`src/rtl/conf_int_add__conf_ctrl.sv`:
```
// Precision-sweep controller for a configurable approximate adder: walks the
// configuration levels upward and keeps the highest one whose absolute error
// stays within err_thresh. Optional best_err output: CONF_CTRL_ERR_REPORT_EN.
module conf_int_add__conf_ctrl #(
    parameter int unsigned DATA_PATH_BITWIDTH = 16,
    parameter int unsigned CONF_SELECT__C_B   = 4,
    parameter int unsigned MAX_CONF           = 4,
    parameter int unsigned CONF_STEP          = 4
) (
    input  logic                          clk,
    input  logic                          rst,
    input  logic                          start,
    input  logic [DATA_PATH_BITWIDTH-1:0] a,
    input  logic [DATA_PATH_BITWIDTH-1:0] b,
    input  logic [DATA_PATH_BITWIDTH-1:0] err_thresh,
    input  logic [DATA_PATH_BITWIDTH-1:0] approx_sum,
    output logic [DATA_PATH_BITWIDTH-1:0] op_a,
    output logic [DATA_PATH_BITWIDTH-1:0] op_b,
    output logic [CONF_SELECT__C_B-1:0]   conf_select,
    output logic                          busy,
    output logic                          done,
    output logic [CONF_SELECT__C_B-1:0]   best_conf,
    output logic                          fail
`ifdef CONF_CTRL_ERR_REPORT_EN
    ,
    output logic [DATA_PATH_BITWIDTH-1:0] best_err
`endif
);

    typedef enum logic [1:0] {IDLE, DRIVE, SAMPLE, DONE} state_t;

    state_t                          state_q, state_d;
    logic [CONF_SELECT__C_B-1:0]     level_q, level_d;
    logic [CONF_SELECT__C_B-1:0]     best_conf_q, best_conf_d;
    logic                            fail_q, fail_d;
    logic [DATA_PATH_BITWIDTH-1:0]   op_a_q, op_a_d;
    logic [DATA_PATH_BITWIDTH-1:0]   op_b_q, op_b_d;
    logic [DATA_PATH_BITWIDTH-1:0]   exact_q, exact_d;
    logic [DATA_PATH_BITWIDTH-1:0]   thresh_q, thresh_d;
`ifdef CONF_CTRL_ERR_REPORT_EN
    logic [DATA_PATH_BITWIDTH-1:0]   best_err_q, best_err_d;
`endif

    int unsigned                     drop;
    logic [DATA_PATH_BITWIDTH-1:0]   keep_mask;
    logic [DATA_PATH_BITWIDTH-1:0]   masked;
    logic [DATA_PATH_BITWIDTH-1:0]   err;
    logic                            at_max;

    // Dropped low bits may be undefined in the adder; force them to zero
    // before measuring the error against the exact sum.
    always_comb begin
        drop      = CONF_STEP * 32'(level_q);
        keep_mask = '0;
        for (int unsigned i = 0; i < DATA_PATH_BITWIDTH; i++) begin
            keep_mask[i] = (i >= drop);
        end
        masked = approx_sum & keep_mask;
        err    = (exact_q >= masked) ? (exact_q - masked) : (masked - exact_q);
        at_max = (level_q == CONF_SELECT__C_B'(MAX_CONF));
    end

    always_comb begin
        state_d     = state_q;
        level_d     = level_q;
        best_conf_d = best_conf_q;
        fail_d      = fail_q;
        op_a_d      = op_a_q;
        op_b_d      = op_b_q;
        exact_d     = exact_q;
        thresh_d    = thresh_q;
`ifdef CONF_CTRL_ERR_REPORT_EN
        best_err_d  = best_err_q;
`endif
        case (state_q)
            IDLE: begin
                if (start) begin
                    op_a_d   = a;
                    op_b_d   = b;
                    thresh_d = err_thresh;
                    exact_d  = a + b;
                    level_d  = '0;
                    fail_d   = 1'b0;
                    state_d  = DRIVE;
                end
            end
            DRIVE: state_d = SAMPLE;
            SAMPLE: begin
                if (err <= thresh_q) begin
                    best_conf_d = level_q;
`ifdef CONF_CTRL_ERR_REPORT_EN
                    best_err_d  = err;
`endif
                    if (at_max) begin
                        state_d = DONE;
                    end else begin
                        level_d = level_q + 1'b1;
                        state_d = DRIVE;
                    end
                end else begin
                    if (level_q == '0) begin
                        fail_d      = 1'b1;
                        best_conf_d = '0;
                    end
                    state_d = DONE;
                end
            end
            DONE:    state_d = IDLE;
            default: state_d = IDLE;
        endcase
    end

    always_ff @(posedge clk or posedge rst) begin
        if (rst) begin
            state_q     <= IDLE;
            level_q     <= '0;
            best_conf_q <= '0;
            fail_q      <= 1'b0;
            op_a_q      <= '0;
            op_b_q      <= '0;
            exact_q     <= '0;
            thresh_q    <= '0;
`ifdef CONF_CTRL_ERR_REPORT_EN
            best_err_q  <= '0;
`endif
        end else begin
            state_q     <= state_d;
            level_q     <= level_d;
            best_conf_q <= best_conf_d;
            fail_q      <= fail_d;
            op_a_q      <= op_a_d;
            op_b_q      <= op_b_d;
            exact_q     <= exact_d;
            thresh_q    <= thresh_d;
`ifdef CONF_CTRL_ERR_REPORT_EN
            best_err_q  <= best_err_d;
`endif
        end
    end

    // Outside a sweep the adder is left at the chosen precision.
    always_comb begin
        op_a        = op_a_q;
        op_b        = op_b_q;
        busy        = (state_q != IDLE);
        done        = (state_q == DONE);
        best_conf   = best_conf_q;
        fail        = fail_q;
        conf_select = (state_q == DRIVE || state_q == SAMPLE) ? level_q : best_conf_q;
`ifdef CONF_CTRL_ERR_REPORT_EN
        best_err    = best_err_q;
`endif
    end

endmodule

```
`config.mk`:
```
export PLATFORM = sky130hd
export DESIGN_NAME = conf_int_add__conf_ctrl
export DESIGN_NICKNAME = d
export VERILOG_FILES = /design/src/rtl/conf_int_add__conf_ctrl.sv
export SDC_FILE = /design/constraint.sdc
export NUM_CORES = 1
export LEC_CHECK = 0
export BUFFER_PORTS_ARGS = -buffer_cell sky130_fd_sc_hd__buf_2
export CORE_ASPECT_RATIO = 1.1
export CORE_UTILIZATION = 42
export CTS_CLUSTER_DIAMETER = 60
export DETAILED_ROUTE_END_ITERATION = 12
export PLACE_DENSITY = 0.74
export SETUP_SLACK_MARGIN = 0.1
export SLEW_MARGIN = 20
export SYNTH_ARGS = -nofsm -noshare
export SYNTH_HDL_FRONTEND = slang
export SYNTH_SLANG_ARGS = --single-unit
```
`constraint.sdc`:
```
create_clock -name clk -period 16.06 [get_ports clk]
set_input_delay 1.606 -clock clk [delete_from_list [all_inputs] [get_ports clk]]
set_output_delay 1.606 -clock clk [all_outputs]
set_load 0.03 [all_outputs]
```
Yosys cells after proc, flatten, opt, wreduce, memory -nomap -nowiden
Cells that the tools add are included.
{ "word_totals": {"reg_bits": 75, "latch_bits": 0, "ram_bits": 0, "mem_bits_ro": 0, "in_bits": 67, "out_inout_bits": 43, "wordCells": 66, "memories": 0} }
{ "classes": {"addsub": 4, "n_mul": 0, "div_mod_pow": 0, "order_cmp": 18, "n_eq_ne": 9, "n_shift": 0, "muxes": 16, "bitwise_logic": 1, "reduce_logical": 10} }
{ "op_table": {"columns": ["cell", "n"], "rows": [
  ["4-bit by 6-bit >= comparator with 1-bit output, first input constant", 8],
  ["16-bit subtractor", 2],
  ["3-bit by 6-bit >= comparator with 1-bit output, first input constant", 4],
  ["4-bit 2-to-1 mux", 6],
  ["16-bit adder", 1],
  ["16-bit bitwise AND", 1],
  ["16-bit >= comparator", 1],
  ["16-bit <= comparator", 1],
  ["16-bit 2-to-1 mux", 1],
  ["1-bit by 6-bit >= comparator with 1-bit output, first input constant", 2],
  ["2-bit by 6-bit >= comparator with 1-bit output, first input constant", 2],
  ["2-bit != test, second input constant", 5],
  ["2-bit one-hot mux with 4 select lines", 1],
  ["4-bit one-hot mux with 2 select lines", 1],
  ["4-bit AND reduction", 2],
  ["2-bit 2-to-1 mux", 3],
  ["2-bit nonzero test", 3],
  ["4-bit by 1-bit adder with 4-bit output, second input constant", 1],
  ["2-bit equality test, second input constant", 2],
  ["4-bit by 3-bit equality test with 1-bit output, second input constant", 1],
  ["4-bit logical NOT", 1],
  ["2-bit AND reduction", 2],
  ["1-bit 2-to-1 mux", 3],
  ["2-bit by 1-bit equality test with 1-bit output, second input constant", 1],
  ["other kinds (3)", 3]
]} }

Logic depth before layout (Yosys ltp)
Gate-level depths: netlist of the first run.
{ "logic_depth": {"ltp_word": 7, "mapped_depth": 26, "mapped_depth_nobuf": 23} }

Least setup slack after synthesis of the first run
Ideal clock, no wire load.
{ "synth_path": {"path_kind": "input to register", "from": "input port approx_sum[0]", "to": "register fail_q, in the netlist fail", "setup_time_ps": 127, "arrival_time_ps": 5583, "t_required_ps": 15933, "setup_slack_ps": 10350, "stages": 23, "path_buffers": 2, "path_cell_list": "o211ai_1 inv_1 ha_1 inv_1 fa_1 nand3_1 nand2_1 o41ai_1 a41oi_1 or2_1 buf_6 buf_6 a211oi_1 a21oi_1 xor2_1 ha_1 and3_1 a221o_1 a221oi_1 o211ai_1 a21o_1 a41oi_1 a21oi_1"} }
{ "synth_via": {"elab_chain_len": 6, "word_cells_on_any_way": 8, "cone_classes": "2 x add/sub; 2 x order compare; 1 x eq/ne; 1 x mux; 1 x bitwise; 1 x reduce/logical"} }
{ "synth_lines": {"columns": ["element", "line", "rtl"], "rows": [
  ["start: declaration", "16", "input logic [DATA_PATH_BITWIDTH-1:0] approx_sum,"],
  ["16-bit bitwise AND *", "58", "masked = approx_sum & keep_mask;"],
  ["16-bit subtractor or 16-bit >= comparator (tied branches)", "59", "err = (exact_q >= masked) ? (exact_q - masked) : (masked - exact_q);"],
  ["16-bit 2-to-1 mux *", "59", null],
  ["16-bit <= comparator *", "89", "if (err <= thresh_q) begin"],
  ["2-bit != test (no line) *", null, null],
  ["4-bit AND reduction (no line) *", null, null],
  ["end signal: assignment", "130", "fail_q <= fail_d;"],
  ["end: declaration", "35", "logic fail_q, fail_d;"]
]} }
Every way passes the cells marked *; elsewhere a longest branch is shown, timed or not.
A chain may end at the register's enable or synchronous reset.

Worst setup path in the final report of the first run
{ "layout_path": {"from": "input port approx_sum[9]", "to": "register fail_q, in the netlist fail"} }
The elaborated chain is that of the path after synthesis.

==> run metrics, run 1 <==
first-pass GRT wire length 21,400 um; critical path capture point type flop; slowest CP cell or2_1; Synth Area in XOR/XNOR 3.26%; status finished, final reports clean; placed cells 876; family with the most delay on the worst path compound AO/OA/AOI/OAI gates; clk sink count 75; Initial DRT Pass Iterations 7; Post-Synth Simple-Gate Area approximately an eighth; crit path buf inv count 2; synthesized instance count 627; worst setup margin 9.90 ns; flops & latches, synth 75; Total GRT Usage 19.5%; worst vdd ir approximately 0.00011 V; min cycle time layout just over 6 ns; hold crit path type flop to flop; Slew Limit Fails 0; Max FO, Critical Path 23; post-cts resize count 0; DRC 0; main combinational cell family by area after synthesis compound AO/OA/AOI/OAI gates; clock root cell clkbuf_16; fmax 0.162 GHz; port bufs 109; Async S/R FF share, synth between 90% and 100%; total congestion overflow 0; Starting DRT DRC Count between 150 and 200; worst endpoint required time 16.28 ns; Initial Util 42.9%; Syn Nets 766; Reg2Reg Setup Slack 10.14 ns; Reg clk slew, reported paths approximately 0.060 ns; Hold Path Depth 2; MaxCap Viol Count 0; dominant synthesized flop cell dfrtp_1; multi-input combinational cell area 0.00340 sq mm; Post-Syn Area 0.00565 sq mm; core area 0.0132 sq mm; final hold violation count 0; sequential fraction of the synthesis area 33.2%; CTS Hold Bufs 0; CP Launch Type input pin; post-CTS setup buffer count 0; final cell count without fillers slightly below 900; FF-to-FF End fail; pin count of the biggest net entering global routing 76; post-synthesis mux area share 8.69%; initial antenna violation count 0; YS warnings 0; worst-margin pin slew 0.965 ns; RSZ-0062 raised after global routing false; DR WL/cell 14.6 um; CTS tree built; number of diodes 0; WP data arrival about 6.4 ns; H-Tree Depth 3; setup tns final 0 ns; Final ANT Viol Nets 0; Synth Area in Compound Gates 19.3%; Layout area overhead 17.0%; routability cong. 0.926; CP max stage delay approximately 0.77 ns; Setup Crit Path Kind input pin to flop; power per cell area ~250 mW/mm^2; layout cells sized above 1 23.5%; Post-synth EDFFs 0; register area about 0.0019 sq mm; # fillers 1,249; Chip Width 113 um; syn_area_per_cell 9.00 sq um; crit share post-route 38.3%; WL final 13,000 um; Setup WS pre-CTS around 9.6 ns; NumNets Final 865; endpoints failing setup 0; vias in the first global route between 4k and 5k; vias per cell 5.28; CTS buffer count 9; clk buf depth 2; Max Clock Skew roughly 0.0075 ns; total number of vias 4,699; Post-Synth Adder-Cell Area 16.4%; LEAKAGE about 0.0033 uW; reg2reg start level_q[2]; Cell variety after synth 59; HPWL Detailed between 10,000 and 15,000 um; critical path cell sequence buf_2 > nand2_1 > inv_1 > ha_1 > nand4_2 > nor4_1 > o41ai_1 > a41oi_1 > or2_1 > mux2i_1 > xnor2_1 > ha_1 > and3_1 > a221o_1 > a221oi_1 > o211ai_1 > a21o_1 > a41oi_1 > a21oi_1; Die H between 100 and 150 um; worst skew pair latency roughly 0.34 ns; row cnt 44; Max transition margin 35.7%; die area 0.0139 sq mm; post-route core utilization 50.2%; Hold Startpoint op_b[1]; Hold Path End op_b[1]; Ports 110; reg2reg path depth 23
[metrics by stage]
step / hold slack (ns) / power, uW / instance area (sq um)
6_report: 0.489 / 1660 / 6610
5_1_grt: 0.510 / 1820 / 6610
4_1_cts: 0.491 / 1670 / 6600
3_5_place_dp: 0.477 / 1450 / 6310
3_3_place_gp: 0.457 / 1430 / 6310
2_1_floorplan: 0.473 / 1200 / 5650
[flip-flops by register name, summed over array words and instances (netlist names)]
| signal | flops |
|---|---|
| op_a | 16 |
| level_q | 4 |
| state_q | 2 |
| fail | 1 |
| op_b | 16 |
| exact_q | 16 |
| thresh_q | 16 |
| best_conf | 4 |
[tightest hold or removal path: stages, from the launching register on]
cell and delay (ns):
dfrtp_1 0.34, nand2_1 0.05, o21ai_0 0.06
[cell usage after synthesis (3+ instances only)]
library cell / count / area [sq um]
nand2_1: 60 / 225
nor2_1: 19 / 71.3
a21oi_1: 45 / 225
a211oi_1: 3 / 22.5
ha_1: 69 / 863
nand2b_1: 8 / 50.1
a31oi_1: 5 / 31.3
nor2b_1: 8 / 50.1
nand4_1: 8 / 50.1
mux2i_1: 7 / 70.1
o21ai_0: 55 / 275
o22ai_1: 4 / 25.0
o41ai_1: 4 / 35.0
o31ai_1: 3 / 22.5
fa_1: 3 / 60.1
buf_1: 3 / 11.3
nand3_1: 16 / 80.1
mux2_2: 36 / 405
o211ai_1: 3 / 22.5
a21o_1: 23 / 173
a41oi_1: 5 / 43.8
buf_2: 4 / 20.0
o21bai_1: 5 / 37.5
o21a_1: 3 / 22.5
dfrtp_1: 75 / 1880
nor3_1: 10 / 50.1
xnor2_1: 12 / 105
xor2_1: 9 / 78.8
clkbuf_1: 15 / 56.3
inv_1: 67 / 251
or3_1: 3 / 18.8
[routing by layer]
metal  track usage, %  up-vias  part of all wire [%]  routed length [um]
li1                 -     2400                     -                   -
met1             24.5     2152                    46                5930
met2             32.1      122                    46                5980
met3             3.75       25                   4.5                 589
met4             10.3        0                   3.7                 478
met5                0        -                     0                   0
[layout by cell type, fill, tap and decap left out, drive strengths merged, types with 4 or more instances in the layout]
| master | n |
|---|---|
| a41oi | 5 |
| nand3 | 16 |
| nand2b | 8 |
| buf | 113 |
| ha | 69 |
| nor3 | 10 |
| a21oi | 47 |
| o22ai | 4 |
| xor2 | 9 |
| xnor2 | 12 |
| o21bai | 5 |
| clkbuf | 11 |
| a21o | 23 |
| nand2 | 60 |
| mux2i | 7 |
| mux2 | 37 |
| nor2 | 19 |
| o21ai | 57 |
| nand4 | 9 |
| a31oi | 5 |
| dfrtp | 75 |
| nor2b | 8 |
| inv | 67 |
| o41ai | 4 |
[cell type report]
class	count	share of cell area, %
multi-input cells	460	51.5
inverters	67	3.81
clock buffers	11	3.52
flip-flops and latches	75	28.4
clock inverters	3	0.985
repair buffers	113	8.77
well taps	161	3.05
[where the power goes]
part	switching, uW	leakage, uW	internal, uW
Sequential	52.6	0.000918	280
Clock	76.2	0.000145	134
Combinational	669	0.00229	451
Total	797	0.00335	865
[logic make-up after synthesis]
family / count (synthesis)
AO/OA/AOI/OAI: 175
XOR/XNOR: 21
adder cells (fa/ha/maj): 72
buffers and inverters: 92
flip-flops: 75
multiplexers: 44
AND/OR/NAND/NOR: 148
[worst max path at each step]
stage,depth (start not counted),startpoint,slack (ns),endpoint
floorplan,23,approx_sum[0],10.35,fail
global placement,20,approx_sum[9],9.74,fail
detailed placement,19,approx_sum[9],9.58,fail
CTS,19,approx_sum[9],9.92,fail
global route,22,approx_sum[0],9.53,fail
finish,19,approx_sum[9],9.90,fail
No activity file was read; power rests on OpenSTA's default activity.
==> run 2, diff against run 1 <==
==> constraint.sdc (replaced) <==
create_clock -name clk -period 6 [get_ports clk]
set_input_delay 0.6 -clock clk [delete_from_list [all_inputs] [get_ports clk]]
set_output_delay 0.6 -clock clk [all_outputs]
set_load 0.03 [all_outputs]
==> run metrics, run 2 (synthesized netlist as in run 1, its figures left out) <==
total number of vias around 4.8k; CTS tree built; first-pass GRT wire length about 22,000 um; critical path capture point type flop; core area 0.0132 sq mm; WL final 13,200 um; Setup WS pre-CTS 0.367 ns; port bufs roughly 110; MaxCap Viol Count 0; power per cell area 673 mW/mm^2; HPWL Detailed 10,300 um; worst skew pair latency 0.33 ns; Layout area overhead 17.1%; vias in the first global route 4,721; layout cells sized above 1 24.4%; switch share 48.6%; critical path cell sequence nor2_1 > o211ai_1 > inv_1 > ha_1 > inv_1 > fa_1 > nand3_1 > nand2_1 > o41ai_1 > a41oi_1 > or2_2 > buf_4 > a21oi_1 > xor2_1 > ha_1 > and3_1 > a221o_1 > a221oi_2 > o211ai_1 > a21o_1 > a41oi_1 > a21oi_1; initial antenna violation count 0; clk sink count 75; Slew Limit Fails 0; pin count of the biggest net entering global routing 76; Max FO, Critical Path 13; worst endpoint required time 6.21 ns; worst vdd ir between 0.0002 and 0.0003 V; most frequent cells in the layout buf_2 (109), dfrtp_1 (75), ha_1 (68); crit share post-route 92.9%; number of diodes 0; H-Tree Depth 3; endpoints failing setup 0; Seq pwr share 19.9%; Hold Path Depth 3; CTS buffer count 9; NumNets Final slightly below 900; reg2reg path depth 22; setup tns final 0 ns; Die H 124 um; total congestion overflow 0; DR WL/cell 14.8 um; CTS Hold Bufs 0; Clk network pwr share 11.5%; Max Clock Skew 0.00532 ns; slowest CP cell dfrtp_1; commonest non-fill, non-tap cell in the layout buf_2; Internal about 2300 uW; Starting DRT DRC Count between 200 and 250; status finished, final reports clean; hold crit path type input pin to flop; CP Launch Type flop; die area 0.0139 sq mm; vias per cell 5.36; CP max stage delay 0.45 ns; min cycle time layout between 5 and 6 ns; Initial Util 42.9%; routability cong. 0.916; Switching Power around 2200 uW; LEAKAGE 0.00336 uW; final hold violation count 0; row cnt 44; Max transition margin 36.8%; DRC 0; combinational power share 68.6%; worst-margin pin slew 0.948 ns; WP data arrival 5.79 ns; Initial DRT Pass Iterations 5; RSZ-0062 raised after global routing false; worst setup margin 0.424 ns; Ports 110; Setup Crit Path Kind flop to flop; Reg clk slew, reported paths 0.06 ns; Total GRT Usage 19.9%; clock root cell clkbuf_16; fmax 0.179 GHz; clk buf depth 2; Final ANT Viol Nets 0; Chip Width 113 um
-- run 2: cell types whose count changed in the layout (fill, tap and decap cells not counted) --
cell,previous run,this run
inv_6,0,1
or2_2,1,2
bufinv_16,2,0
clkbuf_1,2,1
buf_4,3,6
clkinv_2,1,3
ha_1,69,68
ha_2,0,1
clkbuf_8,0,2
buf_6,1,0
a221oi_1,1,0
a221oi_2,0,1
or2_1,1,0
-- run 2: critical path: cells and delay by family, from the launching register on --
kind	cells	cell delay (ns)
AOI/OAI and AO/OA	10	2.42
xor gates and xnor gates	1	0.17
adders and majority gates	3	0.78
buffers and inverters	3	0.38
and+or+nand+nor	5	1.24
DFF	1	0.45
-- run 2: final timing paths --
path / startpoint / to / slack, ns
max reg2reg: level_q[2] / fail / 0.42
min in group asynchronous: rst / op_a[3] / 0.55
min reg2reg: op_a[1] / op_a[1] / 0.48
max in group asynchronous: rst / level_q[2] / 4.84
min: err_thresh[3] / thresh_q[3] / 0.47
max: level_q[2] / fail / 0.42
-- run 2: layout make-up --
cell class | instances | area [sq um]
clock buffer | 12 | 256
sequential | 75 | 1880
clock inverter | 4 | 23.8
timing repair buffer | 115 | 591
multi-input combinational | 460 | 3410
tap | 161 | 201
fill | 1268 | 6550
inverter | 67 | 251
-- run 2: layer usage --
layer,track usage [%],wire (um),share of wire [%]
met4,8.67,395,3.0
met3,3.94,652,4.9
met2,33.5,6210,47
met1,24.9,5930,45
met5,0,0,0
-- run 2: timing repair --
action | CTS | global route
gates resized for setup | 0 | 3
setup endpoints to repair | 0 | 8
setup buffers | 0 | 0
-- run 2: power by group through the flow --
stage | sequential (uW) | clock (uW) | combinational (uW)
after floorplan | 1110 | 0 | 2090
after global placement | 889 | 0 | 2980
after detailed placement | 897 | 0 | 3010
after CTS | 890 | 526 | 3020
after global routing | 920 | 546 | 3420
final | 887 | 511 | 3050
-- run 2: stage by stage --
stage          power [uW]  cells  instance area [sq um]  util, %  hold slack (ns)
2_1_floorplan        3200    627                   5650        -            0.473
3_3_place_gp         3870    878                   6320     48.0            0.459
3_5_place_dp         3910    878                   6320     48.0            0.470
4_1_cts              4440    894                   6600     50.2            0.468
5_1_grt              4880    894                   6610     50.2            0.484
6_report             4450    894                   6610     50.2            0.469
